--- src/rtl/mem_access_unit.sv ---
// MEM-stage data-memory access engine.
// Turns the ID-stage memory-control bundle plus the ALU address into a single
// request/ready transaction on a variable-latency data RAM. It stalls the
// pipeline while the access is outstanding, returns aligned and extended load
// data, and reports misaligned accesses and RAM timeouts instead of performing them.
module mem_access_unit #(
    parameter int TIMEOUT_CYCLES = 255
) (
    input  logic        clk,
    input  logic        rst,
    input  logic        mem_read_flag,
    input  logic        mem_write_flag,
    input  logic        mem_sign_ext_flag,
    input  logic [3:0]  mem_sel,
    input  logic [31:0] mem_write_data,
    input  logic [31:0] mem_addr,
    output logic        ram_en,
    output logic [3:0]  ram_write_en,
    output logic [31:0] ram_addr,
    output logic [31:0] ram_write_data,
    input  logic [31:0] ram_read_data,
    input  logic        ram_ready,
    output logic [31:0] read_data,
    output logic        stall_request,
    output logic        addr_error,
    output logic        bus_error
);

    localparam logic [1:0] IDLE = 2'd0;
    localparam logic [1:0] BUSY = 2'd1;
    localparam logic [1:0] DONE = 2'd2;

    // Encoded access size kept across the BUSY phase for load extraction
    localparam logic [1:0] SIZE_BYTE = 2'd0;
    localparam logic [1:0] SIZE_HALF = 2'd1;
    localparam logic [1:0] SIZE_WORD = 2'd2;

    localparam logic [15:0] LAST_WAIT = 16'(TIMEOUT_CYCLES - 1);

    logic [1:0]  state;
    logic [15:0] wait_count;
    logic        load_q;
    logic        sign_q;
    logic [1:0]  size_q;
    logic [1:0]  offset_q;
    logic [31:0] result_q;
    logic        timeout_q;

    logic        size_ok;
    logic        access;
    logic        misaligned;
    logic        start;
    logic [1:0]  size_code;
    logic [3:0]  lanes;
    logic [31:0] store_word;
    logic [31:0] shifted;
    logic [31:0] load_value;

    // Decode the incoming bundle: size, validity, alignment, lanes and replicated store data
    always_comb begin
        size_ok    = (mem_sel == 4'b0001) || (mem_sel == 4'b0011) || (mem_sel == 4'b1111);
        access     = (mem_read_flag || mem_write_flag) && size_ok;
        misaligned = ((mem_sel == 4'b0011) && mem_addr[0]) ||
                     ((mem_sel == 4'b1111) && (mem_addr[1:0] != 2'b00));
        start      = (state == IDLE) && access && !misaligned;
        lanes      = mem_write_flag ? (mem_sel << mem_addr[1:0]) : 4'b0000;
        size_code  = SIZE_WORD;
        store_word = mem_write_data;
        case (mem_sel)
            4'b0001: begin
                size_code  = SIZE_BYTE;
                store_word = {4{mem_write_data[7:0]}};
            end
            4'b0011: begin
                size_code  = SIZE_HALF;
                store_word = {2{mem_write_data[15:0]}};
            end
            default: begin
                size_code  = SIZE_WORD;
                store_word = mem_write_data;
            end
        endcase
    end

    // Pull the addressed byte/half out of the returned word and extend it
    always_comb begin
        shifted    = ram_read_data >> {offset_q, 3'b000};
        load_value = shifted;
        case (size_q)
            SIZE_BYTE: load_value = sign_q ? {{24{shifted[7]}}, shifted[7:0]}
                                           : {24'd0, shifted[7:0]};
            SIZE_HALF: load_value = sign_q ? {{16{shifted[15]}}, shifted[15:0]}
                                           : {16'd0, shifted[15:0]};
            default:   load_value = ram_read_data;
        endcase
    end

    // Pipeline-facing outputs derive from the state so they react within the issue cycle
    always_comb begin
        ram_en        = (state == BUSY);
        stall_request = start || (state == BUSY);
        addr_error    = (state == IDLE) && access && misaligned;
        read_data     = (state == DONE) ? result_q : 32'd0;
        bus_error     = (state == DONE) && timeout_q;
    end

    // Access FSM: latch the request in IDLE, wait for ready or timeout in BUSY, present the result in DONE
    always_ff @(posedge clk or negedge rst) begin
        if (!rst) begin
            state          <= IDLE;
            wait_count     <= 16'd0;
            ram_write_en   <= 4'b0000;
            ram_addr       <= 32'd0;
            ram_write_data <= 32'd0;
            load_q         <= 1'b0;
            sign_q         <= 1'b0;
            size_q         <= SIZE_WORD;
            offset_q       <= 2'b00;
            result_q       <= 32'd0;
            timeout_q      <= 1'b0;
        end else begin
            case (state)
                IDLE: begin
                    if (start) begin
                        state          <= BUSY;
                        wait_count     <= 16'd0;
                        ram_write_en   <= lanes;
                        ram_addr       <= {mem_addr[31:2], 2'b00};
                        ram_write_data <= mem_write_flag ? store_word : 32'd0;
                        load_q         <= !mem_write_flag;
                        sign_q         <= mem_sign_ext_flag;
                        size_q         <= size_code;
                        offset_q       <= mem_addr[1:0];
                        result_q       <= 32'd0;
                        timeout_q      <= 1'b0;
                    end
                end
                BUSY: begin
                    if (ram_ready) begin
                        state    <= DONE;
                        result_q <= load_q ? load_value : 32'd0;
                    end else if (wait_count == LAST_WAIT) begin
                        state     <= DONE;
                        result_q  <= 32'd0;
                        timeout_q <= 1'b1;
                    end else begin
                        wait_count <= wait_count + 16'd1;
                    end
                end
                DONE: begin
                    state     <= IDLE;
                    timeout_q <= 1'b0;
                end
                default: begin
                    state <= IDLE;
                end
            endcase
        end
    end

endmodule

--- config.mk ---
export PLATFORM = sky130hd
export DESIGN_NAME = mem_access_unit
export DESIGN_NICKNAME = d
export VERILOG_FILES = /design/src/rtl/mem_access_unit.sv
export SDC_FILE = /design/constraint.sdc
export NUM_CORES = 1
export LEC_CHECK = 0
export ABC_CLOCK_PERIOD_IN_PS = 2800
export CORE_AREA = 2 2 211 130
export CTS_CLUSTER_SIZE = 16
export DETAILED_ROUTE_END_ITERATION = 7
export DIE_AREA = 0 0 213 132
export HOLD_SLACK_MARGIN = 0.12
export PLACE_DENSITY = 0.58
export SETUP_SLACK_MARGIN = 0.05
export SYNTH_ARGS = -nofsm -noshare
export SYNTH_HDL_FRONTEND = slang
export SYNTH_SLANG_ARGS = --single-unit
--- constraint.sdc ---
create_clock -name clk -period 2.8 [get_ports clk]
set_clock_uncertainty 0.05 [all_clocks]
set_input_delay 0.42 -clock clk [delete_from_list [all_inputs] [get_ports clk]]
set_output_delay 0.42 -clock clk [all_outputs]
set_load 0.005 [all_outputs]
==> reports/qor.yml <==
status: "completed"
ir_drop_mv: 0.427
drc_errors: 0
htreeDepth: 4
end_kind: "output pin"
port_buffers: 207
grt_pass1_wl_um: 38400
maxCapViolations: 0
crit_fanout: 3
grt-ovfl-total: 0
cts_buffers: 17
synthToLayoutAreaGrowth_pct: 48.4
synth_top_cell_by_area: "dfrtp_1"
r2r_setup_slack_ns: 0.43
drt_first_pass_iters: 5
cts_tree: "built"
crit_type: "reg -> out"
ys.flop_type: "dfrtp_1"
synth_edf_count: 0
place_congestion: 0.846
drt_iter0_markers: 549
syn_avg_cell_area_um2: 9.78
initial_utilization: 0.257
async_reset_ff_frac: 1.00
synth_most_common_cell: "dfrtp_1"
ys_types: 53
slew_viol_final: 0
die_w_um: 213
finalPower_w: 0.00666
drt_wl_total_um: 24500
synth_commonest_cells: "dfrtp_1 (122), o21ai_0 (56), o211ai_1 (55)"
max-clock-path-buffers: 2
finalSetupTns_ns: 0
syn-cell-area_um2: 6700
tightest_slew_ns: 1.26
n_fill_cell: 2585
dp_cells: 1223
hold-worst-slack_ns: 0.354
netlist_top_cells_area: "dfrtp_1 (46%), o211ai_1 (6.2%), mux2_2 (5.5%)"
synthDominantCellAreaShare: 0.456
layout.cells.non_filler: 1257
leakagePower_nw: 3.95
slew-limit-headroom: 0.147
syn_inst: 685
yosysWarnings: 0
rows: 46
hold_class: "in -> async"
crit_start: "state[1]$_DFFE_PN0P_"
post_cts_buffers: 0
ctsRootBufferMaster: "clkbuf_16"
nNetsFinal: 991
io_pins: 210
cellPowerDensity_nw_per_um2: 670
fin_crit_sh: 0.949
grt_max_degree: 58
via_per_inst: 5.18
wl_per_cell_um: 19.5
layout-drive-gt1-share: 0.131
path_clk_slew_ns: 0.07
max_freq_mhz: 376
r2r-start: "state[1]$_DFFE_PN0P_"
vias: 6508
startpoint_type: "flip-flop"
ant_nets: 0
arrival_ns: 2.19
rsz0062_at_grt: "no"
cp.required_ns: 2.33
grt_pass1_vias: 6373
hold_viol_final: 0
antenna_found_initial: 4
min_period_ns: 2.66
core_um2: 26100
cts_num_sinks: 123
setup_viol: 0
die_h_um: 132
dp_hpwl_um: 17600
clk_latency_ns: 0.43
synth_seq_cells: 123
grt_usage: 0.178
ys_seq_area_frac: 0.460
die_area_um2: 28100
-- repair_timing --
item                                    in CTS  in global routing
endpoints found under the setup margin       2                  2
hold endpoints to repair                    12                  0
gates resized for setup                      7                  1
hold buffers                                 1                  0
-- state kept, by name, summed over array words and instances, names as in the netlist --
signal / cells
ram_write_data: 32
result_q: 32
ram_addr: 30
wait_count: 16
ram_write_en: 4
offset_q: 2
size_q: 2
state: 2
load_q: 1
sign_q: 1
timeout_q: 1
-- layout make-up --
class | instances | area (µm²) | share of cell area
multi-input combinational | 485 | 3360 | 0.338
sequential | 123 | 3080 | 0.310
timing repair buffer | 246 | 2400 | 0.242
tap | 360 | 450 | 0.0453
clock buffer | 19 | 443 | 0.0446
clock inverter | 12 | 163 | 0.0164
inverter | 10 | 37.5 | 0.00378
antenna | 2 | 5.00 | 0.000504
-- power breakdown --
part           internal (W)  switching, W
logic               0.00106      0.000815
registers           0.00218      0.000280
clock network       0.00143      0.000898
-- cells by family (layout without fill, tap and decap cells) --
group / count (synthesis) / in the layout / share of synthesized area
compound gates: 218 / 218 / 0.222
simple gates: 201 / 201 / 0.166
flops: 123 / 123 / 0.460
buf+inv: 78 / 287 / 0.0475
mux: 59 / 59 / 0.0962
xor+xnor: 3 / 3 / 0.00392
fa+ha+maj: 2 / 2 / 0.00374
other cells: 1 / 4 / 0.000560
-- through the flow --
| stage | area, µm² | setup slack (ns) | utilization |
|---|---|---|---|
| 5_1_grt | 9930 | 0.0561 | 0.381 |
| 3_5_place_dp | 9310 | -0.0758 | 0.357 |
| 4_1_cts | 9930 | 0.105 | 0.381 |
| 2_1_floorplan | 6700 | 0.605 | - |
| 6_report | 9940 | 0.143 | 0.381 |
| 3_3_place_gp | 9310 | -0.0172 | 0.357 |
-- routing by layer --
metal  GRT usage  wire, µm
met2       0.234      9890
met1       0.268     11800
met3      0.0681      2490
met4      0.0416       209
met5           0        27
-- final timing paths --
kind                       depth (start not counted)                        to
max reg2reg                                        5  result_q[11]$_DFFE_PN0P_
max                                                6             stall_request
min reg2reg                                        1  ram_addr[21]$_DFFE_PN0P_
min in group clk                                   1  ram_addr[21]$_DFFE_PN0P_
max in group asynchronous                          3     size_q[1]$_DFFE_PN1P_
min                                                2   result_q[4]$_DFFE_PN0P_
-- critical path, cell delays in order, from the launching register on --
cell and delay [ns]:
dfrtp_2 0.46, nor3b_2 0.20, buf_4 0.14, o221ai_4 0.09, or2_4 0.28, nand2_1 0.08
clkdlybuf4s50_1 0.51
-- layout by cell type, fill, tap and decap left out, drive strengths merged, types with 3 or more instances in the layout --
cell	n
clkdlybuf4s50	203
dfrtp	122
o21ai	56
o211ai	55
nand3	53
buf	39
and2	35
mux2	33
nand2	29
nor2	26
mux2i	25
a21oi	24
o41ai	19
clkbuf	19
a22oi	17
o31ai	14
inv	12
or4	9
a2bb2oi	8
nand3b	8
a221oi	8
o221ai	8
nand2b	7
nand4	6
nor4	6
clkinv	5
nand4b	3
nor3	3
bufinv	3
dlygate4sd2	3
and3	3
or2	3
o22ai	3
(Power assumes the default switching activity.)
